**src/rtl/mips_pkg.sv**
```systemverilog
// Shared definitions for the multicycle MIPS controller and its ALU.
// Holds the FSM state encoding, the opcode and funct values the controller
// recognises, the ALU-op selector used between FSM and ALU decoder, and the
// 3-bit ALU operation codes also consumed by the ALU itself.
package mips_pkg;

    typedef enum logic [3:0] {
        S_FETCH,
        S_DECODE,
        S_MEMADR,
        S_MEMRD,
        S_MEMWB,
        S_MEMWR,
        S_RTYPEEX,
        S_RTYPEWB,
        S_BEQEX,
        S_ADDIEX,
        S_ADDIWB,
        S_JEX
    } state_t;

    localparam logic [5:0] OP_RTYPE = 6'b000000;
    localparam logic [5:0] OP_LW    = 6'b100011;
    localparam logic [5:0] OP_SW    = 6'b101011;
    localparam logic [5:0] OP_BEQ   = 6'b000100;
    localparam logic [5:0] OP_ADDI  = 6'b001000;
    localparam logic [5:0] OP_J     = 6'b000010;

    localparam logic [5:0] FN_ADD = 6'b100000;
    localparam logic [5:0] FN_SUB = 6'b100010;
    localparam logic [5:0] FN_AND = 6'b100100;
    localparam logic [5:0] FN_OR  = 6'b100101;
    localparam logic [5:0] FN_SLT = 6'b101010;

    typedef enum logic [1:0] {
        ALUOP_ADD,
        ALUOP_SUB,
        ALUOP_FUNCT
    } aluop_t;

    localparam logic [2:0] ALU_AND  = 3'b000;
    localparam logic [2:0] ALU_OR   = 3'b001;
    localparam logic [2:0] ALU_ADD  = 3'b010;
    localparam logic [2:0] ALU_ANDN = 3'b100;
    localparam logic [2:0] ALU_ORN  = 3'b101;
    localparam logic [2:0] ALU_SUB  = 3'b110;
    localparam logic [2:0] ALU_SLT  = 3'b111;

endpackage

```
**src/rtl/mips_aludec.sv**
```systemverilog
// ALU decoder: maps the FSM's ALU-op selector and the instruction funct field
// to the 3-bit ALU operation code.
// Ports:
//   aluop      - ADD / SUB / FUNCT selector from the controller FSM
//   funct      - instr[5:0]
//   alucontrol - ALU operation code
//   funct_ok   - funct is one of the supported R-type functions
//                (independent of aluop so DECODE can reject bad R-types)
module mips_aludec
    import mips_pkg::*;
(
    input  aluop_t      aluop,
    input  logic [5:0]  funct,
    output logic [2:0]  alucontrol,
    output logic        funct_ok
);

    logic [2:0] fcode;

    always_comb begin
        funct_ok = 1'b1;
        fcode    = ALU_ADD;
        case (funct)
            FN_ADD:  fcode = ALU_ADD;
            FN_SUB:  fcode = ALU_SUB;
            FN_AND:  fcode = ALU_AND;
            FN_OR:   fcode = ALU_OR;
            FN_SLT:  fcode = ALU_SLT;
            default: funct_ok = 1'b0;
        endcase
    end

    always_comb begin
        alucontrol = ALU_ADD;
        case (aluop)
            ALUOP_ADD:   alucontrol = ALU_ADD;
            ALUOP_SUB:   alucontrol = ALU_SUB;
            ALUOP_FUNCT: alucontrol = fcode;
            default:     alucontrol = ALU_ADD;
        endcase
    end

endmodule

```
**src/rtl/mips_mc_controller.sv**
```systemverilog
// Multicycle MIPS control unit: Moore FSM sequencing fetch/decode/execute/
// memory/writeback, ALU decoder for the ALU op input, and a retired-
// instruction counter.
// Ports:
//   clk, reset_n      - clock (rising edge), async active-low reset
//   op, funct         - instruction fields from the instruction register
//   zero              - ALU zero flag, used for beq resolution
//   iord .. pcsrc     - datapath mux selects and write enables
//   pcen              - PC enable = pcwrite | (branch & zero)
//   alucontrol        - ALU operation code
//   illegal           - pulses in DECODE for unsupported opcode/funct
//   instret           - count of completed instructions (wraps)
module mips_mc_controller
    import mips_pkg::*;
#(
    parameter int unsigned CNT_W = 32
) (
    input  logic             clk,
    input  logic             reset_n,
    input  logic [5:0]       op,
    input  logic [5:0]       funct,
    input  logic             zero,
    output logic             iord,
    output logic             memwrite,
    output logic             irwrite,
    output logic             regdst,
    output logic             memtoreg,
    output logic             regwrite,
    output logic             alusrca,
    output logic [1:0]       alusrcb,
    output logic [1:0]       pcsrc,
    output logic             pcen,
    output logic [2:0]       alucontrol,
    output logic             illegal,
    output logic [CNT_W-1:0] instret
);

    state_t state, next_state;
    aluop_t aluop;
    logic   pcwrite, branch, funct_ok, retire;

    mips_aludec u_aludec (
        .aluop      (aluop),
        .funct      (funct),
        .alucontrol (alucontrol),
        .funct_ok   (funct_ok)
    );

    always_ff @(posedge clk or negedge reset_n) begin
        if (!reset_n) begin
            state   <= S_FETCH;
            instret <= '0;
        end else begin
            state <= next_state;
            if (retire) instret <= instret + CNT_W'(1);
        end
    end

    // Every completing state returns to FETCH unconditionally, so being in
    // one of them is the same as retiring on this edge.
    always_comb begin
        retire = 1'b0;
        case (state)
            S_MEMWB, S_MEMWR, S_RTYPEWB, S_ADDIWB, S_BEQEX, S_JEX: retire = 1'b1;
            default: retire = 1'b0;
        endcase
    end

    always_comb begin
        next_state = state;
        iord       = 1'b0;
        memwrite   = 1'b0;
        irwrite    = 1'b0;
        regdst     = 1'b0;
        memtoreg   = 1'b0;
        regwrite   = 1'b0;
        alusrca    = 1'b0;
        alusrcb    = 2'b00;
        pcsrc      = 2'b00;
        pcwrite    = 1'b0;
        branch     = 1'b0;
        illegal    = 1'b0;
        aluop      = ALUOP_ADD;
        case (state)
            S_FETCH: begin
                irwrite    = 1'b1;
                pcwrite    = 1'b1;
                alusrcb    = 2'b01;
                next_state = S_DECODE;
            end
            S_DECODE: begin
                alusrcb = 2'b11;
                case (op)
                    OP_LW, OP_SW: next_state = S_MEMADR;
                    OP_BEQ:       next_state = S_BEQEX;
                    OP_ADDI:      next_state = S_ADDIEX;
                    OP_J:         next_state = S_JEX;
                    OP_RTYPE: begin
                        if (funct_ok) begin
                            next_state = S_RTYPEEX;
                        end else begin
                            illegal    = 1'b1;
                            next_state = S_FETCH;
                        end
                    end
                    default: begin
                        illegal    = 1'b1;
                        next_state = S_FETCH;
                    end
                endcase
            end
            S_MEMADR: begin
                alusrca    = 1'b1;
                alusrcb    = 2'b10;
                next_state = (op == OP_LW) ? S_MEMRD : S_MEMWR;
            end
            S_MEMRD: begin
                iord       = 1'b1;
                next_state = S_MEMWB;
            end
            S_MEMWB: begin
                memtoreg   = 1'b1;
                regwrite   = 1'b1;
                next_state = S_FETCH;
            end
            S_MEMWR: begin
                iord       = 1'b1;
                memwrite   = 1'b1;
                next_state = S_FETCH;
            end
            S_RTYPEEX: begin
                alusrca    = 1'b1;
                aluop      = ALUOP_FUNCT;
                next_state = S_RTYPEWB;
            end
            S_RTYPEWB: begin
                regdst     = 1'b1;
                regwrite   = 1'b1;
                next_state = S_FETCH;
            end
            S_BEQEX: begin
                alusrca    = 1'b1;
                aluop      = ALUOP_SUB;
                pcsrc      = 2'b01;
                branch     = 1'b1;
                next_state = S_FETCH;
            end
            S_ADDIEX: begin
                alusrca    = 1'b1;
                alusrcb    = 2'b10;
                next_state = S_ADDIWB;
            end
            S_ADDIWB: begin
                regwrite   = 1'b1;
                next_state = S_FETCH;
            end
            S_JEX: begin
                pcsrc      = 2'b10;
                pcwrite    = 1'b1;
                next_state = S_FETCH;
            end
            default: next_state = S_FETCH;
        endcase
    end

    assign pcen = pcwrite | (branch & zero);

endmodule
```
**config.mk**
```make
export PLATFORM = sky130hd
export DESIGN_NAME = mips_mc_controller
export DESIGN_NICKNAME = d
export VERILOG_FILES = /design/src/rtl/mips_pkg.sv /design/src/rtl/mips_aludec.sv /design/src/rtl/mips_mc_controller.sv
export SDC_FILE = /design/constraint.sdc
export NUM_CORES = 1
export LEC_CHECK = 0
export ABC_AREA = 1
export CORE_ASPECT_RATIO = 1.25
export CORE_MARGIN = 2
export CORE_UTILIZATION = 50
export CTS_CLUSTER_SIZE = 25
export DETAILED_ROUTE_END_ITERATION = 16
export PLACE_DENSITY = 0.81
export SKIP_CTS_REPAIR_TIMING = 1
export SYNTH_ARGS = -nofsm -noshare
export SYNTH_HDL_FRONTEND = slang
export SYNTH_SLANG_ARGS = --single-unit
```
**constraint.sdc**
```tcl
create_clock -name clk -period 2.5 [get_ports clk]
set_clock_uncertainty 0.1 [all_clocks]
set_input_delay 0.625 -clock clk [delete_from_list [all_inputs] [get_ports clk]]
set_output_delay 0.625 -clock clk [all_outputs]
set_load 0.1 [all_outputs]
```
==> summary.txt <==
Min path
  • Worst Hold Class: in -> async

Clocking
  • Worst-Skew Late Latency: 0.29 ns
  • Total CTS buffers: 5
  • H-tree depth: 2
  • Worst-path clk slew: 0.07 ns
  • Largest buffer count on any clock path: 2
  • CTS tree: built
  • Clk sinks: 36
  • Root Buffer: clkbuf_8

Power and ir drop
  • Static Leak: 1.86 nW
  • P_sw: 1.22 mW
  • Total power: 2.51 mW
  • Internal power: 1.29 mW
  • VDD IR max: 0.809 mV
  • Combinational share of power: 0.551
  • Pwr Density: 673 nW/um2
  • Clock network power share: 0.180
  • Sw frac: 0.487
  • Sequential share of power: 0.269

Worst setup path
  • CP Capture Type: output port
  • Critical Path AT: 1.87 ns
  • Worst Setup Start Kind: flop
  • Most frequent CP cell: nor2_4
  • Required time worst endpoint: 1.77 ns
  • Slowest stage cell, crit path: dfrtp_1
  • CP peak stage delay: 0.43 ns
  • Worst Path Max Fanout: 3
  • Critical path start-end classification: reg -> out
  • Critical-path cell list: inv_2 > nor2_4 > inv_4 > nor2_4 > buf_4 > ha_2 > a31o_4 > inv_2 > nor2_4 > buf_12

Synth
  • Mapped cell area: 2560 um2
  • Async S/R FF share, synth: 1.00
  • Number of distinct library cells after synthesis: 31
  • Post-Syn Nets: 390
  • FF+latch count, synth: 36
  • Yosys top cell area share: 0.352
  • Post-synth top cells: nand2_1, nor2_1, inv_1
  • Syn Inst Count: 372
  • Top-count cell post-synth: nand2_1
  • Most used flip-flop cell after synthesis: dfrtp_1
  • Post-synth top area cell: dfrtp_1
  • Synth Area per Inst: 6.88 um2
  • Largest cells by area after synthesis: dfrtp_1, nand2_1, nor2_1
  • Register area share after synthesis: 0.352
  • Syn. warnings: 0
  • Post-synth EDFFs: 0

Global routing
  • GRT Overall Usage: 0.251
  • Initial antenna violation count: 0
  • Total gr overflow: 0
  • First-pass GRT wire length: 11200 um
  • Vias in the first global route: 2624
  • Largest net degree at the start of global routing: 37

Final layout
  • Count of non-filler cells in the finished layout: 521
  • Final net count: 477
  • Fillers: 376
  • Seq. cell area: 901 um2
  • Ant. Diodes: 0
  • Area Overhead vs Synth: 45.5%
  • Share of cells above drive strength 1: 0.303
  • Multi-input gate area: 1570 um2

Floorplanning
  • Total core area: 5010 um2
  • Top Ports: 63
  • Die width: 68.0 um
  • Die height: 84.0 um
  • Die area: 5710 um2
  • Initial Util: 0.511
  • Row cnt: 29

Place
  • Dpl ws: -0.385 ns
  • PortBufs: 62
  • Detailed-placement wirelength estimate: 5280 um
  • Routability cong.: 0.911
  • Cells after DPL: 509

Timing
  • Peak Freq: 385 MHz
  • Post-route setup slack: -0.0971 ns
  • Final Max Slew Viols: 0
  • Min Hold Slack: 0.323 ns
  • Final hold viol count: 0
  • Setup_tns: -0.190 ns
  • Final Setup Violations: 2
  • Worst-margin pin slew: 0.806 ns
  • Tmin final: 2.60 ns
  • Final Cycle Share: 1.04
  • RSZ-0062 raised after global routing: yes
  • Worst slew margin: 0.463

Drt
  • Top layer in use: met4
  • DRT met1 WL: 2600 um
  • DRT iter0 DRCs: 165
  • Detailed Routing Iterations Pass 1: 5
  • Final WL: 6860 um
  • # DRC: 0
  • Via density: 5.10
  • Avg WL per Cell: 13.2 um
  • Wire length on met2: 3700 um
  • Antenna Nets Post-Route: 0
  • Met3 routed WL: 377 um
  • Via count: 2655

Status
  • Outcome: finished, violations left
  • Failing checks: setup timing

Run
  • Max cap viols: 0
==> power groups by stage <==
stage	sequential (mW)	combinational [mW]	clock [mW]
4_1_cts	0.671	1.35	0.460
3_5_place_dp	0.682	1.34	0
3_3_place_gp	0.677	1.33	0
2_1_floorplan	0.857	0.748	0
6_report	0.674	1.38	0.451
5_1_grt	0.677	1.44	0.478
==> per-layer routing <==
| layer | track usage | up-vias |
|---|---|---|
| met5 | 0 | - |
| met4 | 0.109 | 0 |
| met3 | 0.0567 | 17 |
| met2 | 0.448 | 82 |
| met1 | 0.272 | 1241 |
| li1 | - | 1315 |
==> final timing paths <==
path                             startpoint             to  slack, ns  cells after the start
worst max register to register     state[1]    instret[21]       0.61                     12
min in group clk                instret[24]    instret[24]       0.42                      1
worst min register to register  instret[24]    instret[24]       0.42                      1
worst min-delay path                reset_n       state[0]       0.32                      1
worst max-delay path               state[3]  alucontrol[2]       -0.1                     10
max in group asynchronous           reset_n     instret[7]       1.47                      1
==> area by class of cell <==
type	count	area share
Multi-Input combinational cell	281	0.422
Tap cell	62	0.0208
Inverter	52	0.0530
Clock buffer	7	0.0258
Sequential cell	36	0.242
Timing Repair Buffer	83	0.237
==> critical path: cells and delay by family (launching register included) <==
family	cells	cell delay [ns]
fa+ha+maj	1	0.18
buf+inv	5	0.52
flops	1	0.43
compound gates	1	0.11
simple gates	3	0.35
==> flip-flops by register name, indices dropped and copies added, names as in the netlist <==
register,cells
state,4
instret,32
==> through the flow <==
| stage | utilization | area, um2 |
|---|---|---|
| after global routing | 0.744 | 3730 |
| after global placement | 0.700 | 3500 |
| after floorplan | - | 2650 |
| after CTS | 0.719 | 3600 |
| after detailed placement | 0.700 | 3500 |
| final | 0.744 | 3730 |
==> logic make-up (layout without fill, tap and decap cells) <==
group | after synthesis | after routing | share of synthesized area
AO/OA/AOI/OAI | 13 | 13 | 0.0278
XOR/XNOR | 22 | 22 | 0.0752
adder cells (fa/ha/maj) | 3 | 3 | 0.0147
buffers and inverters | 55 | 142 | 0.0928
flip-flops | 36 | 36 | 0.352
AND/OR/NAND/NOR | 243 | 243 | 0.438
==> layout by cell type, fill, tap and decap left out, drive strengths merged <==
master and n:
clkbuf 7, and3 1, buf 70, dlymetal6s2s 12, xnor2 6, nand4 5
dfrtp 36, o21ai 7, nor3 9, xor2 16, nand3b 4, nor2 74
a31o 1, a21oi 3, nand2 125, ha 3, clkdlybuf4s50 1, o22ai 1
nand3 25, inv 49, a31oi 1, clkinv 3
Power figures use the tool's default switching activity.
